$ cat config.mk
export PLATFORM = sky130hd
export DESIGN_NAME = reg_load_sched
export DESIGN_NICKNAME = d
export VERILOG_FILES = /design/src/rtl/reg_load_sched_pkg.sv /design/src/rtl/reg_load_sched_tick_gen.sv /design/src/rtl/reg_load_sched.sv
export SDC_FILE = /design/constraint.sdc
export NUM_CORES = 1
export LEC_CHECK = 0
export ABC_AREA = 1
export BUFFER_PORTS_ARGS = -buffer_cell sky130_fd_sc_hd__buf_2
export CORE_MARGIN = 4
export CORE_UTILIZATION = 50
export DETAILED_ROUTE_END_ITERATION = 12
export GPL_TIMING_DRIVEN = 0
export PLACE_DENSITY = 0.76
export SLEW_MARGIN = 20
export SYNTH_ARGS = -nofsm -noshare
export SYNTH_HDL_FRONTEND = slang
export SYNTH_SLANG_ARGS = --single-unit
$ cat constraint.sdc
create_clock -name clk -period 2.6 [get_ports clk]
set_input_delay 0.52 -clock clk [delete_from_list [all_inputs] [get_ports clk]]
set_output_delay 0.52 -clock clk [all_outputs]
set_load 0.05 [all_outputs]
$ cat src/rtl/reg_load_sched_pkg.sv
// Shared types and constants for the register load scheduler.
package reg_load_sched_pkg;

   typedef enum logic {
      ST_IDLE = 1'b0,
      ST_HOLD = 1'b1
   } state_e;

   // Small prescaler divide used by simulation benches instead of 50 MHz -> 1 Hz.
   localparam int SIM_TICK_DIV = 4;

   // Owner index is sized for the largest supported requester count.
   localparam int MAX_REQ = 8;
   localparam int OWNER_W = $clog2(MAX_REQ);

endpackage

$ cat src/rtl/reg_load_sched_tick_gen.sv
// Prescaler: a one-cycle clock-enable pulse every TICK_DIV clk cycles.
module reg_load_sched_tick_gen
   import reg_load_sched_pkg::*;
#(
   parameter int TICK_DIV = SIM_TICK_DIV
) (
   input  logic clk,
   input  logic clr_n,
   output logic tick
);

   localparam int CNT_W = (TICK_DIV > 1) ? $clog2(TICK_DIV) : 1;
   localparam logic [CNT_W-1:0] LAST = CNT_W'(TICK_DIV - 1);

   logic [CNT_W-1:0] cnt_q, cnt_d;
   logic             tick_q, tick_d;

   // Wrap the count at TICK_DIV-1; tick follows the terminal count by one cycle.
   always_comb begin
      cnt_d  = cnt_q + 1'b1;
      tick_d = 1'b0;
      if (cnt_q == LAST) begin
         cnt_d  = '0;
         tick_d = 1'b1;
      end
   end

   // Prescaler state.
   always_ff @(posedge clk or negedge clr_n) begin
      if (!clr_n) begin
         cnt_q  <= '0;
         tick_q <= 1'b0;
      end else begin
         cnt_q  <= cnt_d;
         tick_q <= tick_d;
      end
   end

   assign tick = tick_q;

endmodule

$ cat src/rtl/reg_load_sched.sv
// Tick-paced round-robin loader for a shared W-bit holding register.
module reg_load_sched
   import reg_load_sched_pkg::*;
#(
   parameter int W          = 4,
   parameter int N_REQ      = 4,
   parameter int TICK_DIV   = 50000000,
   parameter int HOLD_TICKS = 1
) (
   input  logic                 clk,
   input  logic                 clr_n,
   input  logic [N_REQ-1:0]     req,
   input  logic [N_REQ*W-1:0]   data,
   input  logic                 clr_q,
   output logic [W-1:0]         q,
   output logic [N_REQ-1:0]     gnt,
   output logic [OWNER_W-1:0]   owner,
   output logic                 busy,
   output logic                 tick
);

   state_e               state_q, state_d;
   logic [W-1:0]         q_q, q_d;
   logic [N_REQ-1:0]     gnt_q, gnt_d;
   logic [OWNER_W-1:0]   owner_q, owner_d;
   logic [N_REQ-1:0]     served_q, served_d;
   logic                 pend_q, pend_d;
   logic [3:0]           hcnt_q, hcnt_d;

   logic [N_REQ-1:0]     elig;
   logic [OWNER_W-1:0]   pick;
   logic [N_REQ-1:0]     onehot;
   logic [3:0]           hcnt_inc;
   logic                 clr_now;

   // First eligible index strictly after 'last', wrapping to 0.
   function automatic logic [OWNER_W-1:0] rr_pick(input logic [N_REQ-1:0] e,
                                                  input logic [OWNER_W-1:0] last);
      logic [OWNER_W-1:0] res;
      logic [N_REQ-1:0]   hit;
      logic               found;
      int                 idx;
      res   = last;
      found = 1'b0;
      for (int k = 1; k <= N_REQ; k++) begin
         idx = (int'(last) + k) % N_REQ;
         hit = e >> idx;
         if (!found && hit[0]) begin
            res   = OWNER_W'(idx);
            found = 1'b1;
         end
      end
      return res;
   endfunction

   reg_load_sched_tick_gen #(.TICK_DIV(TICK_DIV)) u_tick (
      .clk   (clk),
      .clr_n (clr_n),
      .tick  (tick)
   );

   // Next-state: served/clear bookkeeping every cycle, decisions only on the tick edge.
   always_comb begin
      clr_now  = pend_q | clr_q;
      elig     = req & ~served_q;
      pick     = rr_pick(elig, owner_q);
      onehot   = N_REQ'(1) << pick;
      hcnt_inc = hcnt_q + 4'd1;

      state_d  = state_q;
      q_d      = q_q;
      gnt_d    = '0;
      owner_d  = owner_q;
      served_d = served_q & req;
      pend_d   = clr_now;
      hcnt_d   = hcnt_q;

      if (tick) begin
         if (clr_now) begin
            // A clear beats both a new load and an in-progress hold.
            q_d     = '0;
            pend_d  = 1'b0;
            hcnt_d  = '0;
            state_d = ST_IDLE;
         end else begin
            case (state_q)
               ST_IDLE: begin
                  if (|elig) begin
                     q_d      = W'(data >> (int'(pick) * W));
                     gnt_d    = onehot;
                     owner_d  = pick;
                     served_d = served_d | onehot;
                     state_d  = (HOLD_TICKS > 0) ? ST_HOLD : ST_IDLE;
                  end
               end
               ST_HOLD: begin
                  if (hcnt_inc == 4'(HOLD_TICKS)) begin
                     hcnt_d  = '0;
                     state_d = ST_IDLE;
                  end else begin
                     hcnt_d  = hcnt_inc;
                  end
               end
               default: state_d = ST_IDLE;
            endcase
         end
      end
   end

   // Scheduler state registers.
   always_ff @(posedge clk or negedge clr_n) begin
      if (!clr_n) begin
         state_q  <= ST_IDLE;
         q_q      <= '0;
         gnt_q    <= '0;
         owner_q  <= OWNER_W'(N_REQ - 1);
         served_q <= '0;
         pend_q   <= 1'b0;
         hcnt_q   <= '0;
      end else begin
         state_q  <= state_d;
         q_q      <= q_d;
         gnt_q    <= gnt_d;
         owner_q  <= owner_d;
         served_q <= served_d;
         pend_q   <= pend_d;
         hcnt_q   <= hcnt_d;
      end
   end

   assign q     = q_q;
   assign gnt   = gnt_q;
   assign owner = owner_q;
   assign busy  = (state_q == ST_HOLD);

endmodule

### Word-level counts from Yosys, hierarchy flattened

Index checks and enable logic that the tools add are counted.

| word-level totals | value |
|---|---|
| memories | 0 |
| memory bits (writable) | 0 |
| memory bits (read-only) | 0 |
| output and inout bits | 13 |
| register bits | 48 |
| latch bits | 0 |

| cells by class | value |
|---|---|
| reductions and logical operators | 16 |
| bitwise gates (word level) | 11 |
| shift operators | 6 |
| equality and inequality tests | 3 |
| add/sub/neg operators | 6 |
| magnitude comparators | 0 |
| div/mod/pow operators | 0 |
| multiply operators | 0 |
| multiplexer cells | 28 |

Operators with widths:

| cell | count |
|---|---|
| $shr A4 B32 Y1 | 4 |
| $mux W4 | 14 |
| $add A26 B1 Y26 const B | 1 |
| $eq A26 B26 Y1 const B | 1 |
| $mux W26 | 1 |
| $shr A16 B5 Y4 | 1 |
| $mux W3 | 4 |
| $and A4 B4 Y4 | 2 |
| $mux W1 | 8 |
| $reduce_or A2 Y1 | 4 |
| $add A2 B1 Y2 const B | 2 |
| $add A2 B2 Y2 const B | 2 |
| $add A4 B1 Y4 const B | 1 |
| $and A1 B1 Y1 const A | 4 |
| $eq A4 B1 Y1 const B | 1 |
| $not A4 Y4 | 1 |
| $or A4 B4 Y4 | 1 |
| $reduce_and A4 Y1 | 1 |
| $reduce_bool A2 Y1 | 2 |
| $reduce_or A4 Y1 | 1 |
| $shl A1 B3 Y4 const A | 1 |
| $logic_and A1 B1 Y1 | 3 |
| $logic_not A1 Y1 | 3 |
| $reduce_and A3 Y1 | 1 |
| 5 further kinds | 6 |

### Depth between registers and ports, before layout

| depth | value |
|---|---|
| word-level depth | 20 |
| mapped depth | 14 |
| mapped depth without buffers | 14 |

### Cells and area by module

A second synthesis with hierarchy kept.

| unflattened totals | value |
|---|---|
| cell total of the unflattened synthesis | 399 |
| area, all modules | 2,867.8 um^2 |

Modules (own cells, without submodules):

| module | cells each | instances | area an instance (um^2) |
|---|---|---|---|
| reg_load_sched_tick_gen | 215 | 1 | 1,545.2 |
| reg_load_sched | 184 | 1 | 1,322.5 |

### Worst setup path before layout

OpenSTA, ideal clock, no wires.

| timing | value |
|---|---|
| path kind | reg-to-reg |
| from | reg owner_q[0] (netlist: owner[0]) |
| to | reg q_q[0] (netlist: q[0]) |
| setup slack | 676 ps |
| library setup time | 118 ps |
| clock period less this slack | 1,924 ps |
| arrival time | 1,806 ps |
| stages on the path, launching flop included | 13 |
| data required time | 2,482 ps |
| cell sequence | dfstp_2 > buf_6 > nand2_1 > nand2_2 > nand3_2 > nand2_4 > nand4_2 > nand3_1 > nand2_1 > nand2_1 > nand2_1 > nand2_1 > nand2_1 |

| on the way | value |
|---|---|
| word-level cells in the longest chain between the ends | 18 |

RTL lines:

| item | RTL line | text |
|---|---|---|
| from (decl) | reg_load_sched.sv:25 | `logic [OWNER_W-1:0] owner_q, owner_d;` |
| from (signal assigned) | reg_load_sched.sv:116 | `owner_q <= OWNER_W'(N_REQ - 1);` |
| from (signal assigned) | reg_load_sched.sv:124 | `owner_q <= owner_d;` |
| $add A2 B1 Y2 | reg_load_sched.sv:46 | `idx = (int'(last) + k) % N_REQ;` |
| $reduce_or A2 Y1 (no line) | n/a |  |
| $and A1 B1 Y1 (no line) | n/a |  |
| $shr A4 B32 Y1 | reg_load_sched.sv:47 | `hit = e >> idx;` |
| $mux W1 | reg_load_sched.sv:48 | `if (!found && hit[0]) begin` |
| $logic_not A1 Y1 | reg_load_sched.sv:48 |  |
| $logic_and A1 B1 Y1 | reg_load_sched.sv:48 |  |
| $mux W1 | reg_load_sched.sv:48 |  |
| [2 not listed] | n/a |  |
| $mux W1 | reg_load_sched.sv:48 |  |
| $logic_not A1 Y1 | reg_load_sched.sv:48 |  |
| $logic_and A1 B1 Y1 | reg_load_sched.sv:48 |  |
| $mux W3 * | reg_load_sched.sv:48 |  |
| $shr A16 B5 Y4 * | reg_load_sched.sv:89 | `q_d = W'(data >> (int'(pick) * W));` |
| $mux W4 * | reg_load_sched.sv:88 | `if (\|elig) begin` |
| $mux W4 * | reg_load_sched.sv:86 | `case (state_q)` |
| $mux W4 * | reg_load_sched.sv:79 | `if (clr_now) begin` |
| to (signal assigned) | reg_load_sched.sv:122 | `q_q <= q_d;` |
| to (decl) | reg_load_sched.sv:23 | `logic [W-1:0] q_q, q_d;` |

Every way passes the cells marked *; elsewhere a longest branch is shown, timed or not. The select of a mux whose other input is x is not followed.
A chain may end at the register's enable or synchronous reset.

### Worst setup path after layout

| timing | value |
|---|---|
| from | reg owner_q[0] (netlist: owner[0]) |
| to | reg q_q[2] (netlist: q[2]) |

The elaborated chain is that of the path after synthesis.

==> key figures <==
Drt
  – DRT iter0 DRCs: 128
  – Drt pass-1 iters: 5
  – Residual DRC count: 0
  – Vias post-DR: 2393
  – Drt wl/cell: 12.2 µm
  – ANT nets after route: 0
  – DR vias/cell: 5.14
  – WL final: 5.68 mm

GRT
  – GRT Total Usage: 18.3%
  – First-pass GRT wire length: 9.61 mm
  – Initial antenna violation count: 0
  – Vias in the first global route: 2248
  – Largest net degree at the start of global routing: 49
  – GRT Residual Overflow: 0

Worst setup path
  – CP endpoint kind: flop
  – Critical Path Most Common Cell: nand2_1
  – Worst Reg-to-Reg Cells: 12
  – CP max stage cell: dfstp_2
  – Critical Path RT: 2.80 ns
  – Setup crit start kind: flop
  – Crit path cell chain: buf_6 -> nand3_1 -> nand3_1 -> nand2_1 -> a21oi_1 -> nand2_1 -> nand3_1 -> nand2_1 -> nand2_1 -> nand2_1 -> nand2_1 -> nand2_1
  – Setup CP Type: reg2reg
  – WP data arrival: 2.15 ns
  – CP max stage delay: 0.56 ns
  – CP max FO: 10

Run status
  – Status: finished clean

Timing
  – Final Max Tran Viols: 0
  – Worst hold slack: 0.210 ns
  – Final setup viols: 0
  – Worst-margin pin slew: 0.584 ns
  – RSZ-0062 raised after global routing: false
  – Final hold vios: 0
  – Maximum achievable frequency: 513 MHz
  – Tcrit/Tclk final: 75.0%
  – Fin Setup TNS: 0 ns
  – Max transition margin: 61.1%
  – Final WS setup: 0.650 ns
  – Clk_skew: 0.00515 ns
  – Final Critical Period: 1.95 ns

Power and ir drop
  – P per Cell Area: 438 nW/µm²
  – Peak VDD IR: 0.000267 V
  – Lkg Pwr: 1.63 nW

Floorplanning
  – Die area: 6770 µm²
  – Cell row count: 26
  – Core footprint: 5240 µm²
  – Horiz. Die Dim: 82.3 µm
  – Top Ports: 36
  – Die span in y: 82.3 µm
  – Starting Density: 52.6%

Final layout
  – Fin area: 3130 µm²
  – Multi-input gate area in the final layout: 1380 µm²
  – Post-layout nets: 421
  – Reg area: 1200 µm²
  – Filler Cell Count: 485
  – Area growth syn-to-layout: 13.7%
  – Final core utilization: 59.8%
  – ANT cells: 0
  – Proportion of layout cells with a drive suffix above 1: 18.7%

CTS
  – Sinks on Clock Net: 48
  – CTS tree: done
  – CTS clk-pin slew, worst paths: 0.08 ns
  – PostCTS Resize Cnt: 0
  – Hold buffers post-CTS: 0
  – Worst-skew pair later-pin latency: 0.30 ns
  – H-tree depth: 2
  – Setup bufs post-CTS: 0
  – Clock tree buffer depth: 2
  – Root Driver: clkbuf_8
  – CTS Buf Count: 5

Flow run
  – Max cap viols: 0

Place
  – RePlAce Congestion: 0.818
  – Final HPWL DP: 4.25 mm
  – Post-DP Area: 3020 µm²
  – Port bufs: 35
  – Pre-CTS setup slack: 0.575 ns

Yosys
  – Library cells used by synthesis: 34
  – Yosys warnings: 0
  – Cells after Synth: 353
  – Synth Net Count: 379
  – Mapped Avg Cell Area: 7.81 µm²
  – Mapped cell area: 2760 µm²
  – Sequential share of the synthesized area: 43.7%
  – Count of state elements after synthesis: 48

Hold path
  – Hold WC Path Type: in2async
[cell usage after synthesis, drive strengths merged]
library cell	instances	area [µm²]
o21ai	12	60.1
o211ai	1	7.51
dfrtp	46	1150
nand4	8	77.6
ha	3	37.5
buf	1	11.3
and3	2	12.5
xor2	13	114
nor2	39	166
clkinv	1	3.75
dfstp	2	52.6
nand3	47	263
nor4	4	25.0
nor3	8	61.3
xnor2	6	52.6
o2111ai	1	8.76
a21oi	6	30.0
clkbuf	1	3.75
nand2	110	453
inv	40	150
o22ai	1	6.26
a22o	1	8.76
[kinds of logic after synthesis]
| kind of cell | Yosys count | synth area share, % |
|---|---|---|
| DFF | 48 | 43.7 |
| AOI/OAI and AO/OA | 22 | 4.40 |
| and+or+nand+nor | 218 | 38.4 |
| xor gates and xnor gates | 19 | 6.04 |
| buffers and inverters | 43 | 6.13 |
| adders and majority gates | 3 | 1.36 |
[worst max-delay path, delay by kind of cell, from the launching register on]
family / cells / cell delay, ns
simple gates: 10 / 0.92
buf+inv: 1 / 0.14
flops: 1 / 0.56
compound gates: 1 / 0.22
[state kept, by name (all words and copies together), names as in the netlist]
register,cells
u_tick.cnt_q,26
gnt,4
hcnt_q,4
q,4
served_q,4
owner,3
busy,1
pend_q,1
u_tick.tick,1
[layout by cell type, fill, tap and decap left out, types with 3 or more instances in the layout]
cell type  count
inv_1         36
nand3_1       43
ha_1           3
nor2_1        35
xnor2_1        6
dfrtp_1       46
clkbuf_8       5
nand4_1        5
buf_2         34
nand2_1      100
inv_2          4
nand2_2        7
xor2_1        13
a21oi_1        6
nor4_1         4
o21ai_0        8
nor3_1         5
nand2_4        3
nand3_2        3
o21ai_1        4
[metrics by stage]
step / instances / power, mW
final: 466 / 1.37
after global routing: 466 / 1.43
after CTS: 466 / 1.39
after detailed placement: 458 / 0.858
after global placement: 458 / 0.857
after floorplan: 353 / 0.814
[worst paths after layout]
kind	startpoint	end	slack, ns
min in group clk	clr_q	pend_q	0.46
min reg2reg	q[1]	q[1]	0.48
max reg2reg	owner[0]	q[2]	0.65
max in group asynchronous	clr_n	u_tick.cnt_q[1]	1.99
max	owner[0]	q[2]	0.65
min	clr_n	q[2]	0.21
[power breakdown]
group	switching, mW	total, mW	internal (mW)
logic	0.0637	0.0969	0.0332
clock network	0.247	0.531	0.284
registers	0.0000000000000000271	0.746	0.746
[per-layer routing]
metal | vias to the layer above | routed length (µm) | GRT usage, %
li1 | 1224 | - | -
met1 | 1089 | 2580 | 22.2
met2 | 69 | 2650 | 31.5
met3 | 11 | 342 | 3.90
met4 | 0 | 102 | 7.14
met5 | - | 0 | 0
[cell type report]
| cell class | count | area share (%) |
|---|---|---|
| plain buffers | 2 | 0.479 |
| clock buffers | 5 | 2.20 |
| clock inverters | 3 | 1.36 |
| inverters | 41 | 4.91 |
| multi-input cells | 262 | 44.2 |
| flip-flops and latches | 48 | 38.4 |
| well taps | 70 | 2.80 |
| repair buffers | 35 | 5.67 |
Power figures use the tool's default switching activity.
